### src/rtl/morse_pkg.sv
`default_nettype none
// ============================================================
// morse_pkg : shared Morse constants, types and A-Z code table
// Rev 1.0
// ============================================================
package morse_pkg;

    localparam int   LETTER_W = 5;
    localparam int   MAX_SYMS = 4;
    localparam logic DOT      = 1'b0;
    localparam logic DASH     = 1'b1;

    typedef struct packed {
        logic                valid;
        logic [LETTER_W-1:0] index;
    } lookup_t;

    typedef enum logic [2:0] {
        WAIT_REL = 3'd0,
        IDLE     = 3'd1,
        MARK     = 3'd2,
        SPACE    = 3'd3,
        EMIT     = 3'd4
    } state_t;

    // sym is left-justified: first symbol in bit 3, unused low bits are zero.
    function automatic lookup_t morse_lookup(input logic [2:0] len, input logic [3:0] sym);
        lookup_t r;
        r.valid = 1'b1;
        r.index = '0;
        case ({len, sym})
            {3'd2, 4'b0100}: r.index = 5'd0;   // A
            {3'd4, 4'b1000}: r.index = 5'd1;   // B
            {3'd4, 4'b1010}: r.index = 5'd2;   // C
            {3'd3, 4'b1000}: r.index = 5'd3;   // D
            {3'd1, 4'b0000}: r.index = 5'd4;   // E
            {3'd4, 4'b0010}: r.index = 5'd5;   // F
            {3'd3, 4'b1100}: r.index = 5'd6;   // G
            {3'd4, 4'b0000}: r.index = 5'd7;   // H
            {3'd2, 4'b0000}: r.index = 5'd8;   // I
            {3'd4, 4'b0111}: r.index = 5'd9;   // J
            {3'd3, 4'b1010}: r.index = 5'd10;  // K
            {3'd4, 4'b0100}: r.index = 5'd11;  // L
            {3'd2, 4'b1100}: r.index = 5'd12;  // M
            {3'd2, 4'b1000}: r.index = 5'd13;  // N
            {3'd3, 4'b1110}: r.index = 5'd14;  // O
            {3'd4, 4'b0110}: r.index = 5'd15;  // P
            {3'd4, 4'b1101}: r.index = 5'd16;  // Q
            {3'd3, 4'b0100}: r.index = 5'd17;  // R
            {3'd3, 4'b0000}: r.index = 5'd18;  // S
            {3'd1, 4'b1000}: r.index = 5'd19;  // T
            {3'd3, 4'b0010}: r.index = 5'd20;  // U
            {3'd4, 4'b0001}: r.index = 5'd21;  // V
            {3'd3, 4'b0110}: r.index = 5'd22;  // W
            {3'd4, 4'b1001}: r.index = 5'd23;  // X
            {3'd4, 4'b1011}: r.index = 5'd24;  // Y
            {3'd4, 4'b1100}: r.index = 5'd25;  // Z
            default:         r.valid = 1'b0;
        endcase
        return r;
    endfunction

endpackage
`default_nettype wire

### src/rtl/morse_decoder_if.sv
`default_nettype none
// ============================================================
// morse_decoder_if : key input and letter valid/ready output
// Rev 1.0
// ============================================================
interface morse_decoder_if;

    logic                          key_i;
    logic                          ready_i;
    logic [morse_pkg::LETTER_W-1:0] letter_o;
    logic                          valid_o;
    logic                          error_o;
    logic                          overrun_o;

    modport master (
        input  key_i, ready_i,
        output letter_o, valid_o, error_o, overrun_o
    );

    modport slave (
        output key_i, ready_i,
        input  letter_o, valid_o, error_o, overrun_o
    );

endinterface
`default_nettype wire

### src/rtl/morse_sync.sv
`default_nettype none
// ============================================================
// morse_sync : two-flop synchronizer for the raw key input
// Rev 1.0
// ============================================================
module morse_sync (
    input  logic clk,
    input  logic rst,
    input  logic key_raw,
    output logic key_sync
);

    logic meta;

    always_ff @(posedge clk) begin
        if (rst) begin
            meta     <= 1'b0;
            key_sync <= 1'b0;
        end else begin
            meta     <= key_raw;
            key_sync <= meta;
        end
    end

endmodule
`default_nettype wire

### src/rtl/morse_decoder.sv
`default_nettype none
// ============================================================
// morse_decoder : times key marks/spaces, decodes A-Z letters
// Rev 1.0
// ============================================================
module morse_decoder
    import morse_pkg::*;
#(
    parameter int UNIT_CYCLES = 1000,
    parameter int CNT_W       = $clog2(3*UNIT_CYCLES+1)
) (
    input  logic            clk,
    input  logic            rst,
    morse_decoder_if.master bus
);

    localparam logic [CNT_W-1:0] GAP_CNT    = CNT_W'(3*UNIT_CYCLES);
    localparam logic [CNT_W-1:0] DASH_CNT   = CNT_W'(2*UNIT_CYCLES);
    localparam logic [CNT_W-1:0] GLITCH_CNT = CNT_W'(UNIT_CYCLES/2);
    localparam logic [CNT_W-1:0] SETTLE_CNT = CNT_W'(2);

    logic                key_s;
    logic                key_prev;
    logic                key_edge;
    logic [CNT_W-1:0]    count;
    state_t              state;
    logic [3:0]          sym;
    logic [2:0]          len;
    logic                ovf;
    lookup_t             lookup;
    logic [LETTER_W-1:0] letter;
    logic                valid;
    logic                error;
    logic                overrun;

    morse_sync u_sync (
        .clk      (clk),
        .rst      (rst),
        .key_raw  (bus.key_i),
        .key_sync (key_s)
    );

    assign key_edge = key_s ^ key_prev;
    assign lookup   = morse_lookup(len, sym);

    // The timer counts the edge cycle itself, so a mark seen high for N
    // cycles is classified with count == N.
    always_ff @(posedge clk) begin
        if (rst) begin
            key_prev <= 1'b0;
            count    <= '0;
        end else begin
            key_prev <= key_s;
            if (key_edge)
                count <= CNT_W'(1);
            else if (count < GAP_CNT)
                count <= count + CNT_W'(1);
        end
    end

    always_ff @(posedge clk) begin
        if (rst) begin
            state   <= WAIT_REL;
            sym     <= '0;
            len     <= '0;
            ovf     <= 1'b0;
            letter  <= '0;
            valid   <= 1'b0;
            error   <= 1'b0;
            overrun <= 1'b0;
        end else begin
            error   <= 1'b0;
            overrun <= 1'b0;
            if (valid && bus.ready_i)
                valid <= 1'b0;

            case (state)
                // Wait for the synchronizer to flush so a key held through
                // reset is seen high before it is allowed to release.
                WAIT_REL: if (!key_s && count >= SETTLE_CNT) state <= IDLE;
                IDLE:     if (key_s) state <= MARK;
                MARK: begin
                    if (!key_s) begin
                        if (count < GLITCH_CNT) begin
                            state <= (len == 3'd0) ? IDLE : SPACE;
                        end else begin
                            state <= SPACE;
                            if (len == 3'(MAX_SYMS)) begin
                                ovf <= 1'b1;
                            end else begin
                                sym[2'd3 - len[1:0]] <= (count >= DASH_CNT) ? DASH : DOT;
                                len <= len + 3'd1;
                            end
                        end
                    end
                end
                SPACE: begin
                    if (count == GAP_CNT)
                        state <= EMIT;
                    else if (key_s)
                        state <= MARK;
                end
                EMIT: begin
                    if (lookup.valid && !ovf) begin
                        if (!valid || bus.ready_i) begin
                            letter <= lookup.index;
                            valid  <= 1'b1;
                        end else begin
                            overrun <= 1'b1;
                        end
                    end else begin
                        error <= 1'b1;
                    end
                    sym   <= '0;
                    len   <= '0;
                    ovf   <= 1'b0;
                    state <= key_s ? MARK : IDLE;
                end
                default: state <= WAIT_REL;
            endcase
        end
    end

    assign bus.letter_o  = letter;
    assign bus.valid_o   = valid;
    assign bus.error_o   = error;
    assign bus.overrun_o = overrun;

endmodule
`default_nettype wire

### src/flat_wrapper.sv
// flat-port wrapper written by rule: the top's interface ports become plain ports
module morse_decoder_flat import morse_pkg::*;
#(
    parameter int UNIT_CYCLES = 1000,
    parameter int CNT_W       = $clog2(3*UNIT_CYCLES+1)
)
  (clk, rst, bus_key_i, bus_ready_i, bus_letter_o, bus_valid_o, bus_error_o, bus_overrun_o);
  morse_decoder_if bus_i ();
  input  logic clk;
  input  logic rst;
  input wire logic [$bits(bus_i.key_i)-1:0] bus_key_i;
  input wire logic [$bits(bus_i.ready_i)-1:0] bus_ready_i;
  output wire logic [$bits(bus_i.letter_o)-1:0] bus_letter_o;
  output wire logic [$bits(bus_i.valid_o)-1:0] bus_valid_o;
  output wire logic [$bits(bus_i.error_o)-1:0] bus_error_o;
  output wire logic [$bits(bus_i.overrun_o)-1:0] bus_overrun_o;
  assign bus_i.key_i = bus_key_i;
  assign bus_i.ready_i = bus_ready_i;
  assign bus_letter_o = bus_i.letter_o;
  assign bus_valid_o = bus_i.valid_o;
  assign bus_error_o = bus_i.error_o;
  assign bus_overrun_o = bus_i.overrun_o;
  morse_decoder #(.UNIT_CYCLES(UNIT_CYCLES), .CNT_W(CNT_W)) u_core (.clk(clk), .rst(rst), .bus(bus_i));
endmodule
### config.mk
export PLATFORM = sky130hd
export DESIGN_NAME = morse_decoder_flat
export DESIGN_NICKNAME = d
export VERILOG_FILES = /design/src/rtl/morse_pkg.sv /design/src/rtl/morse_decoder_if.sv /design/src/rtl/morse_sync.sv /design/src/rtl/morse_decoder.sv /design/src/flat_wrapper.sv
export SDC_FILE = /design/constraint.sdc
export NUM_CORES = 1
export LEC_CHECK = 0
export BUFFER_PORTS_ARGS = -buffer_cell sky130_fd_sc_hd__buf_2
export CORE_ASPECT_RATIO = 1.75
export CORE_MARGIN = 3
export CORE_UTILIZATION = 54
export DETAILED_ROUTE_END_ITERATION = 8
export PLACE_DENSITY = 0.75
export SYNTH_ARGS = -nofsm -noshare
export SYNTH_HDL_FRONTEND = slang
export SYNTH_SLANG_ARGS = --single-unit
### constraint.sdc
create_clock -name clk -period 2.05 [get_ports clk]
set_input_delay 0.41 -clock clk [delete_from_list [all_inputs] [get_ports clk]]
set_output_delay 0.41 -clock clk [all_outputs]
set_load 0.02 [all_outputs]
==> impl_metrics.yaml <==
outcome:
  status: "complete, no violations"
floorplan:
  dieHeight_um: 88.6
  num_rows: 29
  start_util_pct: 56.9
  die_x_um: 53.2
  die_area_mm2: 0.00471
  ios: 12
  core_area_mm2: 0.00370
setup_path:
  slowest_stage: "dfxtp_4"
  critPathMaxFanout: 7
  cp_cell_sequence: "inv_1 -> ha_2 -> and2_4 -> a21oi_2 -> o32a_1 -> o221ai_4 -> buf_4 -> o21ai_1 -> nor3_1"
  r2r-end: "u_core.bus.overrun_o"
  r2r-start: "u_core.len[0]"
  cp-end-kind: "flop"
  start_kind: "flop"
  criticalPathCategory: "reg2reg"
  reg2reg_depth: 9
  reg2reg_slack_ps: 130
  crit_start: "u_core.len[0]"
  arrival_ps: 2130
  crit_required_ps: 2260
  crit_path_max_incr_delay_ps: 360
logic_synthesis:
  avgSynthCellArea_um2: 8.29
  syn_inst: 254
  ys_warn_count: 0
  ys_seq_area_share_pct: 32.3
  synth_edf_count: 0
  ys_seq_elements: 34
  syn_area_mm2: 0.00211
  yosys.area.top_type: "dfxtp_1"
  synth_flop_cell: "dfxtp_1"
  syn_nets: 265
  synth_cell_type_count: 57
  async_flop_share_pct: 0
  yosys.area.top_type_share_pct: 32.3
  synth_area_leaders: "dfxtp_1 (32%), nand2_1 (5.0%), nor2_1 (4.8%)"
finish:
  layout_commonest_cell: "dfxtp_1"
  drive_gt1_share_pct: 21.5
  area_growth_pct: 13.0
  num_antenna_cells: 0
  fin_nets: 289
  layout_common_cells: "dfxtp_1 (31), nand2_1 (27), nor2_1 (27), buf_4 (21), nand3_1 (13)"
  fill_cells: 350
  multi_input_area_mm2: 0.00130
  register_area_um2: 687
routing:
  wire_per_inst_um: 14.5
  drt_iter0_markers: 37
  wl_mm: 4.73
  via_per_inst: 5.81
  dr_total_vias: 1888
  firstDrtPassIters: 4
  drc: 0
  ant_nets: 0
clock_network:
  clockBufferDepth: 2
  cts_tree: "done"
  clock_latency_ps: 290
  cts_buffers: 5
  cts_sinks: 34
  cts-htree-levels: 2
  clk_pin_slew_ps: 70
  cts_root_buffer: "clkbuf_8"
  cts_hold_buf: 0
grt:
  grt_busiest_layer: "met2"
  track_usage_pct: 23.0
  use_met1_pct: 20.2
  gr-usage-met3_pct: 4.55
  grt_pass1_wl_mm: 8.01
  overflow: 0
  met2_usage_pct: 41.9
  grt_pass1_vias: 1880
  grt_max_degree: 23
  antenna_found_initial: 0
timing:
  grt_setup_unrepaired: "false"
  max_freq_ghz: 0.521
  setup_violations: 0
  fin_crit_sh_pct: 93.6
  tns_ps: 0
  period_needed_ps: 1920
  slew_violations: 0
  holdWs_ps: 365
  slew_headroom_pct: 62.5
  worst_slew_pin_slew_ps: 556
  finalWorstSetupSlack_ps: 130
  worst_clock_skew_ps: 11.6
  finalHoldViolCount: 0
placement:
  dp_worst_setup_slack_ps: 58.6
  port-buffer-count: 11
  gp_congestion: 0.909
  dp_hpwl_mm: 3.65
power_and_ir_drop:
  p_per_area_mw_per_mm2: 535
  p_leak_nw: 0.978
  total_power_mw: 1.27
  vdd_drop_max_mv: 0.569
min_path:
  min_to: "u_core.u_sync.meta"
  whs_path_depth: 2
  hp-class: "in2reg"
  hp-start: "bus_key_i"
run:
  maxCapViolations: 0
critical path, delay by kind of cell (launching register included):
family                   cells  cell delay (ps)
flip-flops                   1              360
buffers and inverters        2              240
adder cells (fa/ha/maj)      1              220
AO/OA/AOI/OAI                4              660
AND/OR/NAND/NOR              2              380
how the worst max path moves through the flow:
stage | endpoint | slack (ps) | cells after the start
5_1_grt | u_core.bus.letter_o[4] | 7 | 9
2_1_floorplan | u_core.bus.letter_o[3] | 20 | 9
3_5_place_dp | u_core.bus.letter_o[3] | 60 | 8
3_3_place_gp | u_core.bus.letter_o[3] | 90 | 8
4_1_cts | u_core.bus.letter_o[3] | 60 | 8
6_report | u_core.bus.overrun_o | 130 | 9
flip-flops by register name (all words and copies together) (netlist names):
signal                  flops
u_core.bus.letter_o         5
u_core.count               12
u_core.u_sync.key_sync      1
u_core.bus.overrun_o        1
u_core.bus.valid_o          1
u_core.u_sync.meta          1
u_core.key_prev             1
u_core.sym                  4
u_core.ovf                  1
u_core.bus.error_o          1
u_core.len                  3
u_core.state                3
Yosys cell counts (all sizes together) (2+ instances only):
| master | n |
|---|---|
| and2b | 3 |
| nor3b | 4 |
| a21oi | 15 |
| o211ai | 2 |
| clkbuf | 9 |
| nor2b | 5 |
| mux2i | 8 |
| nand3 | 13 |
| a21o | 3 |
| a31oi | 5 |
| and3 | 3 |
| dfxtp | 34 |
| xnor2 | 5 |
| nor2 | 27 |
| nand2b | 7 |
| o21a | 3 |
| nor3 | 4 |
| nor4 | 5 |
| inv | 8 |
| buf | 6 |
| o32a | 3 |
| o22ai | 2 |
| and2 | 4 |
| o21bai | 3 |
| o21ai | 11 |
| nand2 | 28 |
| a21boi | 2 |
| xor2 | 10 |
| ha | 7 |
per-stage QoR:
stage	util (%)	instances	instance area, um2
2_1_floorplan	-	254	2110
3_3_place_gp	60.5	313	2240
3_5_place_dp	60.5	313	2240
4_1_cts	63.1	321	2330
5_1_grt	64.3	325	2380
6_report	64.3	325	2380
power breakdown:
group | switching, mW | internal (mW) | total [mW]
clock network | 0.241 | 0.270 | 0.511
registers | 0.0141 | 0.670 | 0.685
logic | 0.0426 | 0.0339 | 0.0765
total | 0.298 | 0.974 | 1.27
cells by family after synthesis:
family | Yosys count | share of synthesized area (%)
AND/OR/NAND/NOR | 107 | 25.2
AO/OA/AOI/OAI | 59 | 20.9
flip-flops | 34 | 32.3
buffers and inverters | 23 | 6.65
XOR/XNOR | 15 | 6.24
multiplexers | 9 | 4.52
adder cells (fa/ha/maj) | 7 | 4.16
area by class of cell:
type	instances	share of cell area [%]
multi-input combinational	197	54.5
sequential	34	28.9
timing repair buffer	32	8.94
clock buffer	6	3.47
tap	46	2.42
inverter	8	1.26
clock inverter	2	0.526
what timing repair did:
item                       CTS  global route
hold endpoints to repair     0             0
resized for setup            0             6
setup endpoints to repair    0             7
buffers inserted             0             4
metal layers:
layer	share of wire, %	wire length (um)
met2	54	2560
met5	0	0
met4	7.0	329
met3	2.6	121
met1	36	1720
(Power assumes the default switching activity.)
